`config.mk`:
```
export PLATFORM = sky130hd
export DESIGN_NAME = grid_int_ctrl_flat
export DESIGN_NICKNAME = d
export VERILOG_FILES = /design/src/rtl/grid_int_pkg.sv /design/src/rtl/grid_int_ctrl_if.sv /design/src/rtl/grid_evt_fifo.sv /design/src/rtl/grid_int_ctrl.sv /design/src/flat_wrapper.sv
export SDC_FILE = /design/constraint.sdc
export NUM_CORES = 1
export LEC_CHECK = 0
export CORE_UTILIZATION = 58
export DETAILED_ROUTE_END_ITERATION = 16
export PLACE_DENSITY_LB_ADDON = 0.3
export SYNTH_ARGS = -nofsm -noshare
export SYNTH_HDL_FRONTEND = slang
export SYNTH_HIERARCHICAL = 1
export SYNTH_SLANG_ARGS = --single-unit
```
`constraint.sdc`:
```
create_clock -name clk -period 6 [get_ports clk]
set_input_delay 1.2 -clock clk [delete_from_list [all_inputs] [get_ports clk]]
set_output_delay 1.2 -clock clk [all_outputs]
set_load 0.01 [all_outputs]
```
`src/rtl/grid_int_pkg.sv`:
```
// Shared definitions for the grid interrupt controller: FSM encoding and default sizing.
package grid_int_pkg;

    // Number of valid grid cells; the core's coord decode uses the same constant.
    localparam int unsigned GRID_CELLS   = 9;
    localparam int unsigned GRID_DEPTH   = 4;
    localparam int unsigned GRID_COORD_W = 4;
    localparam int unsigned GRID_GAP_CYC = 16;
    localparam int unsigned GRID_TIMEOUT = 255;

    typedef enum logic [1:0] {
        IDLE     = 2'd0,
        RAISE    = 2'd1,
        WAIT_ACK = 2'd2,
        GAP      = 2'd3
    } grid_state_t;

endpackage

```
`src/rtl/grid_int_ctrl_if.sv`:
```
// Event/interrupt bus between the input processing unit, the proc core and grid_int_ctrl.
interface grid_int_ctrl_if #(
    parameter int unsigned DEPTH   = grid_int_pkg::GRID_DEPTH,
    parameter int unsigned COORD_W = grid_int_pkg::GRID_COORD_W
) ();
    localparam int unsigned CNT_W = $clog2(DEPTH) + 1;

    logic               evt_valid;
    logic [COORD_W-1:0] evt_coord;
    logic               ipu_int;
    logic               int_ack;
    logic [COORD_W-1:0] grid_coord;
    logic [CNT_W-1:0]   pending;
    logic               ovf;
    logic               bad_coord;
    logic               clr_err;

    // Event source / interrupt consumer side
    modport master (
        output evt_valid, evt_coord, int_ack, clr_err,
        input  ipu_int, grid_coord, pending, ovf, bad_coord
    );

    // Controller side
    modport slave (
        input  evt_valid, evt_coord, int_ack, clr_err,
        output ipu_int, grid_coord, pending, ovf, bad_coord
    );
endinterface

```
`src/rtl/grid_evt_fifo.sv`:
```
// DEPTH x W synchronous event FIFO; push while full is accepted only alongside a pop.
module grid_evt_fifo #(
    parameter int unsigned DEPTH = 4,
    parameter int unsigned W     = 4
) (
    input  logic                       clk,
    input  logic                       rst_n,
    input  logic                       push,
    input  logic                       pop,
    input  logic [W-1:0]               din,
    output logic [W-1:0]               head,
    output logic                       full,
    output logic                       empty,
    output logic [$clog2(DEPTH):0]     count
);
    localparam int unsigned AW    = $clog2(DEPTH);
    localparam int unsigned CNT_W = AW + 1;

    logic [W-1:0]  mem [DEPTH];
    logic [AW-1:0] wr_ptr;
    logic [AW-1:0] rd_ptr;
    logic          wr_en;
    logic          rd_en;

    assign full  = (count == CNT_W'(DEPTH));
    assign empty = (count == '0);
    assign rd_en = pop & ~empty;
    assign wr_en = push & (~full | rd_en);
    assign head  = mem[rd_ptr];

    // Pointer and occupancy tracking; pointers wrap naturally at DEPTH (power of 2)
    always_ff @(posedge clk or negedge rst_n) begin
        if (!rst_n) begin
            wr_ptr <= '0;
            rd_ptr <= '0;
            count  <= '0;
        end else begin
            if (wr_en) wr_ptr <= wr_ptr + AW'(1);
            if (rd_en) rd_ptr <= rd_ptr + AW'(1);
            count <= count + CNT_W'(wr_en) - CNT_W'(rd_en);
        end
    end

    // Storage write; contents are only meaningful while counted
    always_ff @(posedge clk) begin
        if (wr_en) mem[wr_ptr] <= din;
    end

endmodule

```
`src/rtl/grid_int_ctrl.sv`:
```
// Grid-cell interrupt controller: queues input events and delivers them to the proc core
// one at a time with a one-cycle ipu_int pulse, ack handshake and quiet gap.
// Optional build macro GRID_INT_TIMEOUT_EN: re-raise the same event if no ack arrives
// within TIMEOUT cycles.
module grid_int_ctrl
    import grid_int_pkg::*;
#(
    parameter int unsigned DEPTH   = GRID_DEPTH,
    parameter int unsigned COORD_W = GRID_COORD_W,
    parameter int unsigned CELLS   = GRID_CELLS,
    parameter int unsigned GAP_CYC = GRID_GAP_CYC
`ifdef GRID_INT_TIMEOUT_EN
    ,
    parameter int unsigned TIMEOUT = GRID_TIMEOUT
`endif
) (
    input  logic           clk,
    input  logic           rst_n,
    grid_int_ctrl_if.slave bus
);
    localparam int unsigned CNT_W = $clog2(DEPTH) + 1;
    localparam int unsigned GAP_W = $clog2(GAP_CYC + 1);

    grid_state_t        state;
    grid_state_t        state_d;
    logic [GAP_W-1:0]   gap_cnt;
    logic               pop_c;
    logic               coord_ok_c;
    logic               push_c;
    logic [COORD_W-1:0] fifo_head;
    logic               fifo_full;
    logic               fifo_empty;
    logic [CNT_W-1:0]   fifo_count;
    logic               ipu_int_q;
    logic [COORD_W-1:0] grid_coord_q;
    logic               ovf_q;
    logic               bad_coord_q;

`ifdef GRID_INT_TIMEOUT_EN
    localparam int unsigned TMO_W = $clog2(TIMEOUT + 1);
    logic [TMO_W-1:0] tmo_cnt;
`endif

    assign coord_ok_c = (32'(bus.evt_coord) < CELLS);
    assign push_c     = bus.evt_valid & coord_ok_c;

    grid_evt_fifo #(
        .DEPTH (DEPTH),
        .W     (COORD_W)
    ) u_fifo (
        .clk   (clk),
        .rst_n (rst_n),
        .push  (push_c),
        .pop   (pop_c),
        .din   (bus.evt_coord),
        .head  (fifo_head),
        .full  (fifo_full),
        .empty (fifo_empty),
        .count (fifo_count)
    );

    // FSM state register
    always_ff @(posedge clk or negedge rst_n) begin
        if (!rst_n) state <= IDLE;
        else        state <= state_d;
    end

    // Next-state and pop decode
    always_comb begin
        state_d = state;
        pop_c   = 1'b0;
        case (state)
            IDLE: begin
                if (!fifo_empty) state_d = RAISE;
            end
            RAISE: begin
                state_d = WAIT_ACK;
            end
            WAIT_ACK: begin
                if (bus.int_ack) begin
                    pop_c   = 1'b1;
                    state_d = GAP;
                end
`ifdef GRID_INT_TIMEOUT_EN
                else if (tmo_cnt == TMO_W'(TIMEOUT - 1)) begin
                    state_d = RAISE;
                end
`endif
            end
            GAP: begin
                if (gap_cnt == '0) state_d = IDLE;
            end
            default: state_d = IDLE;
        endcase
    end

    // Quiet-gap counter, loaded on ack and run down in GAP
    always_ff @(posedge clk or negedge rst_n) begin
        if (!rst_n) begin
            gap_cnt <= '0;
        end else if (state == WAIT_ACK && bus.int_ack) begin
            gap_cnt <= GAP_W'(GAP_CYC - 1);
        end else if (state == GAP && gap_cnt != '0) begin
            gap_cnt <= gap_cnt - GAP_W'(1);
        end
    end

`ifdef GRID_INT_TIMEOUT_EN
    // Ack timeout counter: counts WAIT_ACK cycles, cleared elsewhere so each RAISE restarts it
    always_ff @(posedge clk or negedge rst_n) begin
        if (!rst_n)                 tmo_cnt <= '0;
        else if (state == WAIT_ACK) tmo_cnt <= tmo_cnt + TMO_W'(1);
        else                        tmo_cnt <= '0;
    end
`endif

    // Interrupt pulse and coordinate latch, both taken on RAISE entry
    always_ff @(posedge clk or negedge rst_n) begin
        if (!rst_n) begin
            ipu_int_q    <= 1'b0;
            grid_coord_q <= '0;
        end else begin
            ipu_int_q <= (state_d == RAISE);
            if (state_d == RAISE) grid_coord_q <= fifo_head;
        end
    end

    // Sticky error flags; a new error in the clearing cycle keeps the flag set
    always_ff @(posedge clk or negedge rst_n) begin
        if (!rst_n) begin
            ovf_q       <= 1'b0;
            bad_coord_q <= 1'b0;
        end else begin
            ovf_q       <= (push_c & fifo_full & ~pop_c) | (ovf_q & ~bus.clr_err);
            bad_coord_q <= (bus.evt_valid & ~coord_ok_c) | (bad_coord_q & ~bus.clr_err);
        end
    end

    assign bus.ipu_int    = ipu_int_q;
    assign bus.grid_coord = grid_coord_q;
    assign bus.pending    = fifo_count;
    assign bus.ovf        = ovf_q;
    assign bus.bad_coord  = bad_coord_q;

endmodule

```
`src/flat_wrapper.sv`:
```
// flat-port wrapper written by rule: the top's interface ports become plain ports
module grid_int_ctrl_flat import grid_int_pkg::*;
#(
    parameter int unsigned DEPTH   = GRID_DEPTH,
    parameter int unsigned COORD_W = GRID_COORD_W,
    parameter int unsigned CELLS   = GRID_CELLS,
    parameter int unsigned GAP_CYC = GRID_GAP_CYC

)
  (clk, rst_n, bus_evt_valid, bus_evt_coord, bus_int_ack, bus_clr_err, bus_ipu_int, bus_grid_coord, bus_pending, bus_ovf, bus_bad_coord);
  grid_int_ctrl_if #(.DEPTH(DEPTH), .COORD_W(COORD_W)) bus_i ();
  input  logic clk;
  input  logic rst_n;
  input wire logic [$bits(bus_i.evt_valid)-1:0] bus_evt_valid;
  input wire logic [$bits(bus_i.evt_coord)-1:0] bus_evt_coord;
  input wire logic [$bits(bus_i.int_ack)-1:0] bus_int_ack;
  input wire logic [$bits(bus_i.clr_err)-1:0] bus_clr_err;
  output wire logic [$bits(bus_i.ipu_int)-1:0] bus_ipu_int;
  output wire logic [$bits(bus_i.grid_coord)-1:0] bus_grid_coord;
  output wire logic [$bits(bus_i.pending)-1:0] bus_pending;
  output wire logic [$bits(bus_i.ovf)-1:0] bus_ovf;
  output wire logic [$bits(bus_i.bad_coord)-1:0] bus_bad_coord;
  assign bus_i.evt_valid = bus_evt_valid;
  assign bus_i.evt_coord = bus_evt_coord;
  assign bus_i.int_ack = bus_int_ack;
  assign bus_i.clr_err = bus_clr_err;
  assign bus_ipu_int = bus_i.ipu_int;
  assign bus_grid_coord = bus_i.grid_coord;
  assign bus_pending = bus_i.pending;
  assign bus_ovf = bus_i.ovf;
  assign bus_bad_coord = bus_i.bad_coord;
  grid_int_ctrl #(.DEPTH(DEPTH), .COORD_W(COORD_W), .CELLS(CELLS), .GAP_CYC(GAP_CYC)) u_core (.clk(clk), .rst_n(rst_n), .bus(bus_i));
endmodule
```
After elaboration in Yosys (flattened, before gate mapping). Memories as Yosys holds them, arrays and structs flattened. A register that Yosys moved wholly into a read port is not among the register bits. Index checks and enable logic that the tools add are counted.

Multiplexer cells: 10. Bitwise gates (word level): 16. Equal/unequal tests: 5. Reduce and logical (&&, ||, !) cells: 8. Magnitude comparators: 1. Add/subtract/negate cells: 5.

Operator list (number): 5-bit two-way mux (2); 1-bit bitwise AND (8); 2-bit case mux with 4 select lines (1); 2-bit two-way mux (3); 5-bit logical NOT (1); 1-bit inverter (5); 5-bit nonzero test (1); 5-bit by 1-bit subtractor with 5-bit output, second input constant (1); 2-bit by 1-bit adder with 2-bit output, second input constant (2); 2-bit by 1-bit == test with 1-bit output, second input constant (2); 2-bit == test, second input constant (2); 4-bit less-than comparator, second input constant (1); 1-bit two-way mux (4); 3-bit by 1-bit adder with 3-bit output (1); 3-bit == test, second input constant (1); 3-bit logical NOT (1); 1-bit OR (3); 3-bit by 1-bit subtractor with 3-bit output (1); 1-bit logical AND (2); 2-bit logical NOT (1); 2-bit nonzero test (1); 1-bit logical NOT (1).

Memories: 1. Output and inout port bits: 10. Register bits after elaboration: 17. Memory bits (writable): 16. Word-level logic and storage cells: 54. Bits of input ports: 9.

Memory list: u_core.u_fifo.mem (depth 4, bits a word 4, rd ports 1, clocked after Yosys merged registers in 1, write ports 1, RTL line grid_evt_fifo.sv:19) `logic [W-1:0] mem [DEPTH];`.

Longest topological paths before layout.
Word-level depth: 7. Depth in mapped cells: 9. Mapped depth without buffers: 9.

Modules after synthesis. The synthesis kept the hierarchy.

Modules (own cells, without submodules): grid_evt_fifo (cells each 56, area each 1003.5 um^2, instances 1, seq. area each 655.6 um^2); grid_int_ctrl (cells each 51, area each 636.9 um^2, instances 1, seq. area each 350.3 um^2).

Worst setup path after synthesis. OpenSTA, ideal clock, no wires.

Path kind: input to register. Start: in bus_evt_coord[2]. End: reg u_core.u_fifo.count[2]. Path slack: 2968 ps. Data arrival time: 2909 ps. Required time: 5877 ps. Library setup time: 123 ps. Stages: 8. Path buffers: 0. Cells stage by stage: or3_1 -> a21boi_2 -> or2_1 -> a21bo_1 -> ha_1 -> fa_1 -> xnor2_1 -> xnor2_1.

Longest elaborated chain between the ends: 5.

Ends and longest elaborated chain: from (decl) (RTL line flat_wrapper.sv:15) `input wire logic [$bits(bus_i.evt_coord)-1:0] bus_evt_coord;`; 4-bit less-than comparator (RTL line grid_int_ctrl.sv:44) `assign coord_ok_c = (32'(bus.evt_coord) < CELLS);`; 1-bit bitwise AND (RTL line grid_int_ctrl.sv:45) `assign push_c = bus.evt_valid & coord_ok_c;`; named net u_core.push_c (RTL line grid_int_ctrl.sv:29) `logic push_c;`; 1-bit bitwise AND (RTL line grid_evt_fifo.sv:28) `assign wr_en = push & (~full | rd_en);`; 3-bit by 1-bit adder with 3-bit output (RTL line grid_evt_fifo.sv:40) `count <= count + CNT_W'(wr_en) - CNT_W'(rd_en);`; 3-bit by 1-bit subtractor with 3-bit output (RTL line grid_evt_fifo.sv:40); to (signal assigned) (RTL line grid_evt_fifo.sv:40); to (decl) (RTL line grid_evt_fifo.sv:14) `output logic [$clog2(DEPTH):0] count`.

The timed path passes the listed nets, and every way through them passes these cells. A chain may end at the register's enable or synchronous reset.

Final worst setup path. Ends and elaborated chain as after synthesis.

==> flow_metrics.env <==
export IMPL_antenna_found_initial=0
export IMPL_stdcell_area_mm2=0.00190
export IMPL_synth_area_mm2=0.00164
export IMPL_cp_start_kind="input port"
export IMPL_crit_top_cell="xnor2_1"
export IMPL_final_setup_viol_count=0
export IMPL_crit_type="in2reg"
export IMPL_clk_pin_slew_worst_paths_ps=100
export IMPL_grtUsageTotal_pct=22.5
export IMPL_min_period_over_period_pct=54.9
export IMPL_powerDensity_mw_per_mm2=426
export IMPL_drtAntennaViolNets=0
export IMPL_drc=0
export IMPL_max_cap_viol_count=0
export IMPL_cts_buffers=5
export IMPL_crit_fanout=5
export IMPL_critPathBufInv=1
export IMPL_ys_ff_latch=37
export IMPL_fp_row_count=18
export IMPL_cts_tree="done"
export IMPL_drtPass1Iterations=4
export IMPL_setup_tns_ps=0
export IMPL_status="completed"
export IMPL_ios=19
export IMPL_min_period_ps=3300
export IMPL_crit_path_top_delay_cell="clkdlybuf4s50_1"
export IMPL_postCtsHoldBufs=0
export IMPL_synth_net_count=123
export IMPL_cts_buffer_depth=2
export IMPL_dp_hpwl_um=1890
export IMPL_cp_slowest_stage_delay_ps=470
export IMPL_ctsHtreeMaxLevel=2
export IMPL_routed_wl_um=2570
export IMPL_diodes=0
export IMPL_ys_types=35
export IMPL_hold_viol_final=0
export IMPL_vias_per_cell=5.63
export IMPL_port_buffers=18
export IMPL_die_w_um=55.2
export IMPL_fin_util_pct=74.1
export IMPL_arrival_ps=3560
export IMPL_rsz0062_at_grt="no"
export IMPL_synth_area_leaders="dfrtp_1, edfxtp_1, mux4_2, ha_1, mux2_2"
export IMPL_syn_area_per_cell_um2=15.3
export IMPL_yosysSeqAreaShare_pct=61.3
export IMPL_p_total_w=0.000811
export IMPL_worstMarginPinSlew_ps=940
export IMPL_area_growth_pct=16.0
export IMPL_rrSetupSlack_ps=3690
export IMPL_synth_top_area_share_pct=32.0
export IMPL_synth_warnings=6
export IMPL_leakage_nw=0.780
export IMPL_cts_setup_buffers=0
export IMPL_synth_largest_area_cell="dfrtp_1"
export IMPL_path_cells="clkdlybuf4s50_1 > or3_1 > a21boi_2 > or2_1 > a21bo_1 > ha_1 > fa_1 > xnor2_1 > xnor2_1"
export IMPL_cp_top_family="simple AND/OR/NAND/NOR gates"
export IMPL_fin_hold_ws_ps=514
export IMPL_num_vias=912
export IMPL_clk_latency_ps=330
export IMPL_start_util_pct=63.9
export IMPL_slew_violations=0
export IMPL_cts_resized=0
export IMPL_grt_first_pass_wirelength_um=4320
export IMPL_gp_congestion=0.764
export IMPL_netlist_instances=107
export IMPL_grt_pass1_vias=930
export IMPL_final_layout_size_suffix_gt1_share_pct=18.2
export IMPL_first_iter_violations=13
export IMPL_grt_overflow_total=0
export IMPL_min_path_type="reg2reg"
export IMPL_max_freq_mhz=303
export IMPL_dieArea_mm2=0.00304
export IMPL_end_kind="flip-flop"
export IMPL_core_area_mm2=0.00257
export IMPL_die_h_um=55.2
export IMPL_root_buffer="clkbuf_4"
export IMPL_clock_skew_ps=4.90
export IMPL_slew_headroom_pct=37.1
export IMPL_routedWlPerCell_um=15.9
export IMPL_grt_max_degree=22
export IMPL_nNetsFinal=147
export IMPL_peakVddDrop_uv=339
export IMPL_placed_cell_area_mm2=0.00185
export IMPL_clock_sinks=37
export IMPL_required_ps=6260
-- synth_stat cells --
cell type  instances
or3b_4             1
o31a_2             1
o31ai_2            1
nor3_1             2
o21bai_4           1
inv_1              9
mux4_2             4
a211oi_1           1
xnor2_1            4
buf_2              1
nor2_1             6
mux2i_1            2
a21oi_1            1
ha_1               6
a21bo_1            1
o211a_1            1
nor3b_4            1
or2b_2             1
edfxtp_1          16
xor2_1             1
mux2_4             1
a2bb2oi_1          1
a32o_1             2
or2_1              1
fa_1               1
nand2_1            3
o21ai_0            2
or4_1              1
a21boi_2           2
nor3_4             1
mux2_2             4
or3_1              1
dfrtp_1           21
nand3b_1           1
and2_1             4
-- layout by cell type, fill, tap and decap left out, drive strengths merged, types with 4 or more instances in the layout --
cell and count:
dfrtp 21, clkdlybuf4s50 18, edfxtp 16, inv 9, clkbuf 7, nor2 6
ha 6, mux2 5, mux4 4, xnor2 4, and2 4
-- layout make-up --
class                      instances  area [um2]
sequential                        37        1010
clock inverter                     1        5.00
clock buffer                       7        45.0
multi-input combinational         60         596
tap                               30        37.5
inverter                           9        33.8
timing repair buffer              18         180
fill                             193         664
-- through the flow --
| step | std cells | setup WS [ps] |
|---|---|---|
| floorplan | 107 | 2970 |
| global placement | 154 | 2420 |
| detailed placement | 154 | 2360 |
| CTS | 162 | 2720 |
| global route | 162 | 2550 |
| finish | 162 | 2700 |
-- path summary, 6_finish.rpt --
path	from	to	cells past startpoint
worst max-delay path	bus_evt_coord[2]	u_core/u_fifo/count[2]$_DFF_PN0_	9
worst min-delay path	u_core/bus.bad_coord$_DFF_PN0_	u_core/bus.bad_coord$_DFF_PN0_	1
worst max register to register	u_core/state[1]$_DFF_PN0_	u_core/u_fifo/count[2]$_DFF_PN0_	9
worst min register to register	u_core/bus.bad_coord$_DFF_PN0_	u_core/bus.bad_coord$_DFF_PN0_	1
max in group asynchronous	rst_n	u_core/gap_cnt[0]$_DFFE_PN0P_	1
min in group asynchronous	rst_n	u_core/bus.grid_coord[1]$_DFFE_PN0N_	1
-- state kept, by name, indices dropped and copies added, names as in the netlist, 2 cells and up --
signal	count
u_core/u_fifo/mem	16
u_core/gap_cnt	5
u_core/bus.grid_coord	4
u_core/u_fifo/count	3
u_core/state	2
u_core/u_fifo/rd_ptr	2
u_core/u_fifo/wr_ptr	2
-- cell families (layout without fill, tap and decap cells) --
logic type / count (synthesis) / count (layout) / share of synthesized area, %
and+or+nand+nor: 23 / 23 / 9.23
adders and majority gates: 7 / 7 / 5.80
buffers and inverters: 10 / 35 / 2.36
AOI/OAI and AO/OA: 14 / 14 / 8.24
DFF: 37 / 37 / 61.3
xor gates and xnor gates: 5 / 5 / 2.67
muxes: 11 / 11 / 10.4
-- metal layers --
layer  up-vias  global-route usage (%)  wire length, um
met3         5                    8.20              106
met4         0                    12.5               63
li1        436                       -                -
met2        19                    33.3             1230
met5         -                       0                0
met1       452                    28.5             1170
-- power by group --
part	switching, W	internal [W]	leakage, nW	total (W)
Clock	0.0000760	0.0000457	0.0293	0.000122
Sequential	0.0000760	0.000333	0.399	0.000409
Combinational	0.000114	0.000166	0.352	0.000280
Total	0.000266	0.000545	0.780	0.000811
(Power assumes the default switching activity.)
